## config.mk

```make
export PLATFORM = sky130hd
export DESIGN_NAME = fp_add_sequencer_flat
export DESIGN_NICKNAME = d
export VERILOG_FILES = /design/src/rtl/fp_add_sequencer_if.sv /design/src/rtl/fp_add_sequencer.sv /design/src/flat_wrapper.sv
export SDC_FILE = /design/constraint.sdc
export NUM_CORES = 1
export LEC_CHECK = 0
export ABC_AREA = 1
export CORE_MARGIN = 2
export CORE_UTILIZATION = 30
export CTS_BUF_LIST = sky130_fd_sc_hd__clkbuf_2 sky130_fd_sc_hd__clkbuf_4 sky130_fd_sc_hd__clkbuf_8
export DETAILED_ROUTE_END_ITERATION = 7
export GPL_ROUTABILITY_DRIVEN = 0
export PLACE_DENSITY_LB_ADDON = 0.08
export RECOVER_POWER = 50
export SYNTH_ARGS = -nofsm -noshare
export SYNTH_HDL_FRONTEND = slang
export SYNTH_SLANG_ARGS = --single-unit
```

## constraint.sdc

```tcl
create_clock -name clk -period 6.4 [get_ports clk]
set_clock_uncertainty 0.15 [all_clocks]
set_input_delay 1.28 -clock clk [delete_from_list [all_inputs] [get_ports clk]]
set_output_delay 1.28 -clock clk [all_outputs]
set_load 0.01 [all_outputs]
```

## src/rtl/fp_add_sequencer_if.sv

```systemverilog
// fp_add_sequencer_if: operand and result valid/ready handshakes for fp_add_sequencer
interface fp_add_sequencer_if #(parameter int EXP_N = 8, parameter int FRAC_N = 23);
   logic                  in_valid, in_ready, out_valid, out_ready;
   logic [EXP_N+FRAC_N:0] op_a, op_b, result;
   modport master (output in_valid, op_a, op_b, out_ready, input in_ready, out_valid, result);
   modport slave (input in_valid, op_a, op_b, out_ready, output in_ready, out_valid, result);
endinterface

```

## src/rtl/fp_add_sequencer.sv

```systemverilog
// fp_add_sequencer: multi-cycle IEEE-754 adder controller driving an external Normalizer.
// Define FP_ADD_SPECIALS_EN to resolve Inf/NaN operands in ALIGN and skip straight to DONE.
module fp_add_sequencer #(
   parameter int EXP_N   = 8,
   parameter int FRAC_N  = 23,
   parameter int SHIFT_W = $clog2(FRAC_N + 9)
) (
   input  logic                 clk,
   input  logic                 rst_n,
   fp_add_sequencer_if.slave    bus,
   output logic                 busy,
   output logic [FRAC_N+1:0]    norm_mantissa,
   output logic [EXP_N-1:0]     norm_exp,
   output logic                 norm_shift_right,
   input  logic [FRAC_N+1:0]    normed_mantissa,
   input  logic [EXP_N-1:0]     normed_exp,
   input  logic [SHIFT_W-1:0]   norm_index,
   input  logic                 norm_valid
);
   localparam int M = FRAC_N + 2;
   localparam int W = 1 + EXP_N + FRAC_N;
   typedef enum logic [2:0] {IDLE, ALIGN, ADD, NORM, DONE} state_t;
   state_t state, state_nx;
   logic [W-1:0] a, b, res, norm_res;
   logic [EXP_N-1:0] ea, eb, d, exp_l, shift;
   logic [M-1:0] ma, mb, ms_sh, man_l, man_s;
   logic swap, sign_l, sub, unused_bits;
   assign ea = a[W-2:FRAC_N];
   assign eb = b[W-2:FRAC_N];
   assign ma = {1'b0, |ea, a[FRAC_N-1:0]};
   assign mb = {1'b0, |eb, b[FRAC_N-1:0]};
   assign swap = b[W-2:0] > a[W-2:0];
   assign d = swap ? eb - ea : ea - eb;
   assign ms_sh = d >= EXP_N'(M) ? '0 : (swap ? ma : mb) >> d;
   assign shift = EXP_N'(FRAC_N) - EXP_N'(norm_index);
   assign norm_shift_right = norm_mantissa[M-1];
   assign norm_res = !norm_valid ? '0
      : norm_shift_right && norm_exp == {{(EXP_N-1){1'b1}}, 1'b0} ? {sign_l, {EXP_N{1'b1}}, {FRAC_N{1'b0}}}
      : !norm_shift_right && shift >= norm_exp ? {sign_l, {(EXP_N+FRAC_N){1'b0}}}
      : {sign_l, normed_exp, normed_mantissa[FRAC_N-1:0]};
   assign unused_bits = &{1'b0, normed_mantissa[M-1:FRAC_N]};
   assign bus.in_ready = state == IDLE;
   assign bus.out_valid = state == DONE;
   assign bus.result = res;
   assign busy = state != IDLE;
`ifdef FP_ADD_SPECIALS_EN
   logic inf_a, inf_b, nan_a, nan_b, special;
   logic [W-1:0] special_res;
   assign inf_a = &ea && ~|a[FRAC_N-1:0];
   assign inf_b = &eb && ~|b[FRAC_N-1:0];
   assign nan_a = &ea && |a[FRAC_N-1:0];
   assign nan_b = &eb && |b[FRAC_N-1:0];
   assign special = &ea || &eb;
   // Opposite infinities have no defined sum, so they collapse to the canonical quiet NaN
   assign special_res = nan_a || nan_b || (inf_a && inf_b && a[W-1] != b[W-1])
      ? {1'b0, {EXP_N{1'b1}}, 1'b1, {(FRAC_N-1){1'b0}}} : inf_a ? a : b;
`endif
   always_ff @(posedge clk or negedge rst_n)
      if (!rst_n) state <= IDLE;
      else state <= state_nx;
   always_comb begin
      state_nx = state;
      case (state)
         IDLE:    state_nx = bus.in_valid ? ALIGN : IDLE;
`ifdef FP_ADD_SPECIALS_EN
         ALIGN:   state_nx = special ? DONE : ADD;
`else
         ALIGN:   state_nx = ADD;
`endif
         ADD:     state_nx = NORM;
         NORM:    state_nx = DONE;
         DONE:    state_nx = bus.out_ready ? IDLE : DONE;
         default: state_nx = IDLE;
      endcase
   end
   always_ff @(posedge clk or negedge rst_n)
      if (!rst_n) begin
         a <= '0;
         b <= '0;
         res <= '0;
         sign_l <= 1'b0;
         sub <= 1'b0;
         exp_l <= '0;
         man_l <= '0;
         man_s <= '0;
         norm_mantissa <= '0;
         norm_exp <= '0;
      end else begin
         if (state == IDLE && bus.in_valid) begin
            a <= bus.op_a;
            b <= bus.op_b;
         end
         if (state == ALIGN) begin
            sign_l <= swap ? b[W-1] : a[W-1];
            sub <= a[W-1] ^ b[W-1];
            exp_l <= swap ? eb : ea;
            man_l <= swap ? mb : ma;
            man_s <= ms_sh;
`ifdef FP_ADD_SPECIALS_EN
            if (special) res <= special_res;
`endif
         end
         if (state == ADD) begin
            norm_mantissa <= sub ? man_l - man_s : man_l + man_s;
            norm_exp <= exp_l;
         end
         if (state == NORM) res <= norm_res;
      end
endmodule

```

## src/flat_wrapper.sv

```systemverilog
// flat-port wrapper written by rule: the top's interface ports become plain ports
module fp_add_sequencer_flat 
#(
   parameter int EXP_N   = 8,
   parameter int FRAC_N  = 23,
   parameter int SHIFT_W = $clog2(FRAC_N + 9)
)
  (clk, rst_n, busy, norm_mantissa, norm_exp, norm_shift_right, normed_mantissa, normed_exp, norm_index, norm_valid, bus_in_valid, bus_op_a, bus_op_b, bus_out_ready, bus_in_ready, bus_out_valid, bus_result);
  fp_add_sequencer_if #(.EXP_N(EXP_N), .FRAC_N(FRAC_N)) bus_i ();
  input  logic clk;
  input  logic rst_n;
  output logic busy;
  output logic [FRAC_N+1:0] norm_mantissa;
  output logic [EXP_N-1:0] norm_exp;
  output logic norm_shift_right;
  input  logic [FRAC_N+1:0] normed_mantissa;
  input  logic [EXP_N-1:0] normed_exp;
  input  logic [SHIFT_W-1:0] norm_index;
  input  logic norm_valid;
  input wire logic [$bits(bus_i.in_valid)-1:0] bus_in_valid;
  input wire logic [$bits(bus_i.op_a)-1:0] bus_op_a;
  input wire logic [$bits(bus_i.op_b)-1:0] bus_op_b;
  input wire logic [$bits(bus_i.out_ready)-1:0] bus_out_ready;
  output wire logic [$bits(bus_i.in_ready)-1:0] bus_in_ready;
  output wire logic [$bits(bus_i.out_valid)-1:0] bus_out_valid;
  output wire logic [$bits(bus_i.result)-1:0] bus_result;
  assign bus_i.in_valid = bus_in_valid;
  assign bus_i.op_a = bus_op_a;
  assign bus_i.op_b = bus_op_b;
  assign bus_i.out_ready = bus_out_ready;
  assign bus_in_ready = bus_i.in_ready;
  assign bus_out_valid = bus_i.out_valid;
  assign bus_result = bus_i.result;
  fp_add_sequencer #(.EXP_N(EXP_N), .FRAC_N(FRAC_N), .SHIFT_W(SHIFT_W)) u_core (.clk(clk), .rst_n(rst_n), .bus(bus_i), .busy(busy), .norm_mantissa(norm_mantissa), .norm_exp(norm_exp), .norm_shift_right(norm_shift_right), .normed_mantissa(normed_mantissa), .normed_exp(normed_exp), .norm_index(norm_index), .norm_valid(norm_valid));
endmodule
```

# After elaboration in Yosys (flattened, before gate mapping)
# Cells that the tools add are included.
dict set report classes {
  muxes 13
  order_cmp 3
  eq_ne 5
  n_bitwise 1
  reduce_logical 8
  n_addsub 5
  shifts 1
}
# op count
set ops {}
lappend ops {{2-to-1 mux 31 bit} 2}
lappend ops {{2-to-1 mux 25 bit} 2}
lappend ops {{2-to-1 mux 24 bit} 2}
lappend ops {{2-to-1 mux 32 bit} 1}
lappend ops {{> comparator 31 bit} 1}
lappend ops {{adder 25 bit} 1}
lappend ops {{right shift 25 x 8 -> 25 bit} 1}
lappend ops {{subtractor 25 bit} 1}
lappend ops {{2-to-1 mux 8 bit} 2}
lappend ops {{OR reduction 8 bit} 2}
lappend ops {{subtractor 8 bit} 2}
lappend ops {{one-hot mux 3 bit (5 select lines)} 1}
lappend ops {{equality test 8 bit (second input constant)} 1}
lappend ops {{>= comparator 8 x 5 -> 1 bit (second input constant)} 1}
lappend ops {{>= comparator 8 bit} 1}
lappend ops {{equality test 3 x 2 -> 1 bit (second input constant)} 2}
lappend ops {{subtractor 5 x 5 -> 6 bit (first input constant)} 1}
lappend ops {{equality test 3 x 1 -> 1 bit (second input constant)} 1}
lappend ops {{equality test 3 bit (second input constant)} 1}
lappend ops {{logical AND 1 bit} 3}
lappend ops {{logical NOT 3 bit} 1}
lappend ops {{2-to-1 mux 3 bit} 1}
lappend ops {{nonzero test 3 bit} 1}
lappend ops {{2-to-1 mux 1 bit} 2}
lappend ops {{other kinds (2)} 2}
dict set report totals {
  out_inout_bits 69
  in_bits 107
  reg_bits 192
  wordCells 47
}

# Depth between registers and ports, before layout
# Gate-level depths: netlist of run 1.
dict set report depth {
  ltp_word 6
  mapped_depth 26
  ltp_nobuf 26
}

# Worst setup path before layout of run 1
# Ideal clock, no wire load.
dict set report synth_timing {
  path_kind {reg-to-reg}
  from {reg u_core.man_s[0]}
  to {reg u_core.norm_mantissa[21]}
  slack_ps 2752
  required_ps 6132
  n_path_buf 0
  setup_ps 118
  arrival_time_ps 3380
  path_stages_with_launch 20
  period_less_slack_ps 3648
  path_cell_list {dfrtp_1 nor3_1 nand2_1 nor3_1 nand4_1 nor3_1 and2_1 nand2_1 nand2_1 xor2_1 inv_1 ha_1 nand2_1 nor2_1 a2111oi_0 nand3_1 a31o_2 or2_2 nand3_1 nand2_1}
}
dict set report synth_via {
  elab_chain_cells 2
  elab_cells_between_ends 3
  cone_classes {2 x add/sub; 1 x mux}
}
# element line
set synth_rtl {}
lappend synth_rtl {{from (decl)} fp_add_sequencer.sv:26} ;# logic [M-1:0] ma, mb, ms_sh, man_l, man_s;
lappend synth_rtl {{from (signal assigned)} fp_add_sequencer.sv:98} ;# man_s <= ms_sh;
lappend synth_rtl {{adder 25 bit or subtractor 25 bit (tied branches)} fp_add_sequencer.sv:104} ;# norm_mantissa <= sub ? man_l - man_s : man_l + man_s;
lappend synth_rtl {{2-to-1 mux 25 bit *} fp_add_sequencer.sv:104}
lappend synth_rtl {{to (signal assigned)} fp_add_sequencer.sv:104}
lappend synth_rtl {{to (decl)} fp_add_sequencer.sv:12} ;# output logic [FRAC_N+1:0] norm_mantissa,
# Mark *: on every way between the ends. The rest lies on a longest branch, timed or not.
# A chain may end at the register's enable or synchronous reset.

# Worst setup path in the final report of run 1
dict set report layout_timing {
  from {reg u_core.b[23]}
  to {reg u_core.man_s[0]}
}
dict set report layout_via {
  elab_chain_cells 4
  elab_cells_between_ends 9
  cone_classes {2 x add/sub; 2 x order compare; 1 x shift; 3 x mux; 1 x reduce/logical}
}
# element line
set layout_rtl {}
lappend layout_rtl {{from (decl)} fp_add_sequencer.sv:24} ;# logic [W-1:0] a, b, res, norm_res;
lappend layout_rtl {{from (signal assigned)} fp_add_sequencer.sv:91} ;# b <= bus.op_b;
lappend layout_rtl {{> comparator 31 bit, or another cell as far along} fp_add_sequencer.sv:32} ;# assign swap = b[W-2:0] > a[W-2:0];
lappend layout_rtl {{2-to-1 mux 24 bit or 2-to-1 mux 8 bit (tied branches)} {fp_add_sequencer.sv:34, fp_add_sequencer.sv:33}}
lappend layout_rtl {{right shift 25 x 8 -> 25 bit or >= comparator 8 x 5 -> 1 bit (tied branches)} fp_add_sequencer.sv:34} ;# assign ms_sh = d >= EXP_N'(M) ? '0 : (swap ? ma : mb) >> d;
lappend layout_rtl {{2-to-1 mux 25 bit *} fp_add_sequencer.sv:34}
# Marked as above.

==> results of run 1 <==
## synth_stat cells (all sizes together)
| master | number | area (um2) |
|---|---|---|
| a2111oi | 1 | 8.76 |
| a21o | 5 | 37.5 |
| a21oi | 120 | 601 |
| a31o | 1 | 8.76 |
| a31oi | 8 | 50.1 |
| and2 | 1 | 6.26 |
| buf | 32 | 175 |
| clkbuf | 45 | 169 |
| clkinv | 2 | 7.51 |
| dfrtp | 190 | 4750 |
| fa | 3 | 60.1 |
| ha | 73 | 913 |
| inv | 155 | 582 |
| mux2 | 22 | 248 |
| nand2 | 432 | 1640 |
| nand3 | 193 | 976 |
| nand3b | 1 | 7.51 |
| nand4 | 14 | 87.6 |
| nor2 | 122 | 460 |
| nor3 | 13 | 75.1 |
| nor3b | 1 | 7.51 |
| nor4 | 11 | 75.1 |
| o2111ai | 1 | 8.76 |
| o211ai | 5 | 37.5 |
| o21a | 1 | 7.51 |
| o21ai | 160 | 805 |
| o21bai | 3 | 22.5 |
| o221ai | 1 | 8.76 |
| o22ai | 4 | 25.0 |
| o31ai | 3 | 22.5 |
| or2 | 5 | 31.3 |
| xnor2 | 11 | 96.3 |
| xor2 | 33 | 297 |
## metrics by stage
step                 util  hold slack (ns)  instance area [um2]  instances  worst slack, ns
floorplan               -            0.309                12300       1672             2.75
global placement    0.357            0.317                14500       2315             1.94
detailed placement  0.357            0.319                14500       2315             1.97
CTS                 0.367            0.350                14900       2347             1.95
global route        0.367            0.382                14900       2347             1.38
finish              0.367            0.341                14900       2347             1.95
## metal layers
metal	global-route usage	vias up
li1	-	5775
met1	0.270	5377
met2	0.283	211
met3	0.0251	22
met4	0.0434	0
met5	0	-
## kinds of logic after synthesis
logic type / count (synthesis) / synth area share
simple gates: 793 / 0.274
mux: 22 / 0.0201
compound gates: 313 / 0.133
fa+ha+maj: 76 / 0.0790
xor+xnor: 44 / 0.0319
flops: 190 / 0.386
buf+inv: 234 / 0.0758
## final timing paths
| kind | startpoint | end | slack, ns | cells past startpoint |
|---|---|---|---|---|
| min | u_core.norm_mantissa[17] | u_core.norm_mantissa[17] | 0.34 | 2 |
| max in group asynchronous | rst_n | u_core.a[21] | 2.66 | 2 |
| max reg2reg | u_core.b[23] | u_core.man_s[0] | 1.95 | 17 |
| max | u_core.b[23] | u_core.man_s[0] | 1.95 | 17 |
| min reg2reg | u_core.norm_mantissa[17] | u_core.norm_mantissa[17] | 0.34 | 2 |
| min in group asynchronous | rst_n | u_core.bus.result[17] | 1.60 | 1 |
## flip-flops by register name, indices dropped and copies added, names as in the netlist
name,count
u_core.state,3
u_core.norm_exp,8
u_core.man_l,24
u_core.a,32
u_core.bus.result,32
u_core.sign_l,1
u_core.sub,1
u_core.b,32
u_core.norm_mantissa,25
u_core.man_s,24
u_core.exp_l,8
## worst max-delay path: cells and delay by family (launching register included)
kind / cells / cell delay [ns]
simple gates: 11 / 1.89
compound gates: 1 / 0.34
fa+ha+maj: 1 / 0.28
buf+inv: 4 / 1.24
flops: 1 / 0.44
## area by class of cell
| class | count | area, um2 | share of cell area |
|---|---|---|---|
| Tap cell | 532 | 666 | 0.0446 |
| Inverter | 157 | 589 | 0.0395 |
| Clock inverter | 15 | 190 | 0.0128 |
| Multi-Input combinational cell | 1248 | 6630 | 0.445 |
| Clock buffer | 17 | 234 | 0.0157 |
| Sequential cell | 190 | 4750 | 0.319 |
| Timing Repair Buffer | 188 | 1840 | 0.124 |
==> out/qor.csv, run 1 <==
metric;value;unit
CP max FO;36;
worst slew slack as a fraction of its limit;-1.02;
clock buffers created by TritonCTS;17;
total of warnings raised by yosys;0;
worst slew pin tran;3.02;ns
min Tclk post-route;4.45;ns
number of pins with negative max-slew slack in the final report;268;
total routed wire length on the met1 layer;19.3;mm
Std-Cell Core Area;40600;um2
routed wirelength normalized by instance count;16.2;um
number of diodes added for antenna fixing;0;
number of buffers added on ports;173;
clock-pin slew on the worst setup and hold paths;0.12;ns
path category of the worst min-delay check;flop to flop;
Synth cell types;47;
worst endpoint data arrival time;4.70;ns
most frequent cells in the layout;sky130_fd_sc_hd__nand2_1 (425), sky130_fd_sc_hd__nand3_1 (191), sky130_fd_sc_hd__dfrtp_1 (190);
Cell Rows;74;
run status;finished, violations left;
depth of the CTS H-tree;4;
PostCTS Resize Cnt;0;
maximum number of pins on one net before global-route repair;138;
critical path startpoint category;flop;
Max Buffers Root-to-Sink;2;
Gate Count Post-Synth;1672;
NumNets Final;1985;
Total Routed Length;38.0;mm
unrepaired setup endpoints after global routing;no;
cell at the root of the clock tree;sky130_fd_sc_hd__clkbuf_8;
number of top-level design ports;176;
required arrival time at the worst endpoint;6.65;ns
Routed met3 length;1.34;mm
number of antenna violations at the first check in global routing;0;
average via count per standard cell;4.85;
violated checks;capacitance limit, slew limit;
flip-flop and latch count after synthesis;190;
Worst setup EP type;flop;
count of maximum capacitance violations;5;
TritonCTS clock tree;built;
synthesis-to-layout area growth;21.1;%
most frequent cell on the critical path;sky130_fd_sc_hd__nand2_1;
violation count after the first detailed-route iteration;801;
startpoint-to-endpoint class of the critical path;flop to flop;
overall die height;207;um
met2 wirelength from detailed routing;16.8;mm
most common cell after layout, fill and taps aside;sky130_fd_sc_hd__nand2_1;
global-route wire length before repair;61.2;mm
global-route congestion overflow total;0;
total number of clock tree sinks;190;
Top Metal Used;met4;
final setup violating endpoints;0;
cells along the critical path;inv_1 > ha_1 > buf_4 > nand2_1 > nor4_1 > nand3_2 > nand2_4 > buf_4 > nand2_1 > nand2_2 > inv_1 > a21oi_1 > nand2_1 > nand3_1 > nand3_1 > nand3_1 > nand2_1;
total iterations of the first detailed-routing run;6;
via count of the routed design;11400;
Max Clk Rate;225;MHz
post-CTS setup-driven buffer insertion count;0;
horizontal die dimension;207;um
Mean Syn Cell Area;7.37;um2
sequential element share of the synthesized area;0.386;
Synth Cell Area;12300;um2
count of filler cells inserted in the layout;4322;
latest clock arrival within the worst-skew pair;0.52;ns
fraction of final layout cells sized beyond drive strength 1;0.0507;
DRC violations left;0;
final hold violation count;0;
CTS Hold Buffers Added;0;
Final TNS setup;0;ns
sum of net half-perimeters after detailed placement;28.7;mm
CP max-delay cell;sky130_fd_sc_hd__inv_1;
area of the die;42700;um2
post-route ant nets;0;
GR Util All Layers;0.183;
via count of the first global-routing pass;11100;
Initial Utilization;0.303;
synthesized net count;1855;
part of the cycle the worst path needs;0.696;
slowest stage delay, CP;0.47;ns
Power of run 1 is not shown: default switching activity piles up to over one toggle a cycle in this logic, so the estimate is an artifact.
==> run 2, diff against run 1 <==
==> constraint.sdc (replaced) <==
create_clock -name clk -period 4.6 [get_ports clk]
set_clock_uncertainty 0.15 [all_clocks]
set_input_delay 0.92 -clock clk [delete_from_list [all_inputs] [get_ports clk]]
set_output_delay 0.92 -clock clk [all_outputs]
set_load 0.01 [all_outputs]
==> out/qor.csv, run 2 (synthesis gave the netlist of run 1 again) <==
metric;value;unit
kind of cell with the highest combined delay on the critical path;simple AND/OR/NAND/NOR gates;
via count of the first global-routing pass;10800;
depth of the CTS H-tree;4;
maximum number of pins on one net before global-route repair;108;
depth of the most critical reg-to-reg path;19;
violated checks;capacitance limit, slew limit;
most frequent cells in the layout;sky130_fd_sc_hd__nand2_1 (423), sky130_fd_sc_hd__nand3_1 (191), sky130_fd_sc_hd__dfrtp_1 (190);
TritonCTS clock tree;built;
final setup violating endpoints;0;
via count of the routed design;11200;
clock buffers created by TritonCTS;17;
worst slew pin tran;2.68;ns
Max Buffers Root-to-Sink;2;
run status;finished, violations left;
sum of net half-perimeters after detailed placement;28.8;mm
unrepaired setup endpoints after global routing;no;
average via count per standard cell;4.79;
slowest stage delay, CP;0.49;ns
CP max-delay cell;sky130_fd_sc_hd__a2111oi_0;
most common cell after layout, fill and taps aside;sky130_fd_sc_hd__nand2_1;
violation count after the first detailed-route iteration;615;
number of top-level design ports;176;
worst r2r src;u_core.man_s[0];
cells along the critical path;nor3_1 > nand2_1 > nor3_1 > nand4_1 > nor3_1 > and2_1 > nand2_1 > nand2_1 > xor2_1 > inv_1 > ha_1 > nand2_1 > nor2_1 > a2111oi_0 > nand3_1 > a31o_2 > or2_2 > nand3_1 > nand2_1;
CP max FO;5;
Max Clk Rate;238;MHz
Std-Cell Core Area;40600;um2
NumNets Final;1986;
post-CTS setup-driven buffer insertion count;0;
fraction of final layout cells sized beyond drive strength 1;0.0534;
Total Routed Length;37.9;mm
horizontal die dimension;207;um
Final TNS setup;0;ns
post-route ant nets;0;
number of buffers added on ports;173;
cell at the root of the clock tree;sky130_fd_sc_hd__clkbuf_8;
final hold violation count;0;
count of filler cells inserted in the layout;4318;
PostCTS Resize Cnt;0;
clock-pin slew on the worst setup and hold paths;0.10;ns
global-route congestion overflow total;0;
DRC violations left;0;
critical path startpoint category;flop;
number of pins with negative max-slew slack in the final report;255;
required arrival time at the worst endpoint;4.85;ns
Initial Utilization;0.303;
part of the cycle the worst path needs;0.913;
reg2reg end;u_core.norm_mantissa[21];
total iterations of the first detailed-routing run;5;
synthesis-to-layout area growth;21.0;%
path category of the worst min-delay check;flop to flop;
count of maximum capacitance violations;3;
most frequent cell on the critical path;sky130_fd_sc_hd__nand2_1;
Hold Path Sink;u_core.norm_mantissa[12];
Storage cell area;4750;um2
combined area of the multi-input logic cells;6640;um2
latest clock arrival within the worst-skew pair;0.51;ns
Cell Rows;74;
overall die height;207;um
area of the die;42700;um2
startpoint-to-endpoint class of the critical path;flop to flop;
GR Util All Layers;0.182;
worst endpoint data arrival time;4.45;ns
total number of clock tree sinks;190;
number of antenna violations at the first check in global routing;0;
Final Core Density;0.367;
Reg2Reg Setup Slack;0.40;ns
min Tclk post-route;4.20;ns
Worst setup EP type;flop;
CTS Hold Buffers Added;0;
number of diodes added for antenna fixing;0;
hold wc startpoint;u_core.norm_mantissa[12];
CP Buf/Inv Count;1;
worst slew slack as a fraction of its limit;-0.788;
depth of the worst hold-timing path;2;
global-route wire length before repair;60.7;mm
routed wirelength normalized by instance count;16.1;um
-- run 2: cell count changes in the layout (fill, tap and decap cells not counted), moves of 3 or more --
cell,before,now
sky130_fd_sc_hd__clkinv_8,6,0
sky130_fd_sc_hd__clkbuf_2,0,4
sky130_fd_sc_hd__clkinv_4,3,0
sky130_fd_sc_hd__clkinvlp_4,1,4
sky130_fd_sc_hd__inv_6,1,4
-- run 2: final cells by class --
cell class | count | share of cell area
clock buffers | 20 | 0.0180
clock inverters | 12 | 0.00991
inverters | 157 | 0.0395
multi-input cells | 1248 | 0.446
flip-flops and latches | 190 | 0.319
well taps | 532 | 0.0447
repair buffers | 189 | 0.123
-- run 2: worst max path at each step --
| stage | startpoint | end | slack (ns) | cells past startpoint |
|---|---|---|---|---|
| 2_1_floorplan | u_core.man_s[0] | u_core.norm_mantissa[21] | 0.95 | 19 |
| 3_3_place_gp | u_core.man_s[0] | u_core.norm_mantissa[21] | 0.45 | 19 |
| 3_5_place_dp | u_core.man_s[0] | u_core.norm_mantissa[21] | 0.41 | 19 |
| 4_1_cts | u_core.man_s[0] | u_core.norm_mantissa[21] | 0.39 | 19 |
| 5_1_grt | u_core.man_s[1] | u_core.norm_mantissa[21] | 0.006 | 20 |
| 6_report | u_core.man_s[0] | u_core.norm_mantissa[21] | 0.40 | 19 |
-- run 2: through the flow --
stage	cells	cell area, um2	hold WS (ns)	setup WS, ns
6_report	2348	14900	0.343	0.402
5_1_grt	2348	14900	0.358	0.00624
4_1_cts	2348	15000	0.347	0.389
3_5_place_dp	2316	14500	0.323	0.412
3_3_place_gp	2316	14500	0.315	0.447
2_1_floorplan	1672	12300	0.309	0.952
-- run 2: worst reg2reg max path, cell delays in order, from the launching register on --
cell                        delay [ns]
sky130_fd_sc_hd__dfrtp_1          0.42
sky130_fd_sc_hd__nor3_1           0.25
sky130_fd_sc_hd__nand2_1          0.12
sky130_fd_sc_hd__nor3_1           0.30
sky130_fd_sc_hd__nand4_1          0.18
sky130_fd_sc_hd__nor3_1           0.22
sky130_fd_sc_hd__and2_1           0.22
sky130_fd_sc_hd__nand2_1          0.08
sky130_fd_sc_hd__nand2_1          0.07
sky130_fd_sc_hd__xor2_1           0.15
sky130_fd_sc_hd__inv_1            0.06
sky130_fd_sc_hd__ha_1             0.34
sky130_fd_sc_hd__nand2_1          0.14
sky130_fd_sc_hd__nor2_1           0.05
sky130_fd_sc_hd__a2111oi_0        0.49
sky130_fd_sc_hd__nand3_1          0.21
sky130_fd_sc_hd__a31o_2           0.26
sky130_fd_sc_hd__or2_2            0.27
sky130_fd_sc_hd__nand3_1          0.07
sky130_fd_sc_hd__nand2_1          0.07
-- run 2: routing by layer --
layer  GRT usage  vias to the layer above  routed length, um
met3      0.0268                       20               1380
li1            -                     5786                  -
met4      0.0311                        0                265
met1       0.272                     5233              19600
met5           0                        -                  0
met2       0.280                      207              16700
Power of run 2 is left out for the same reason.
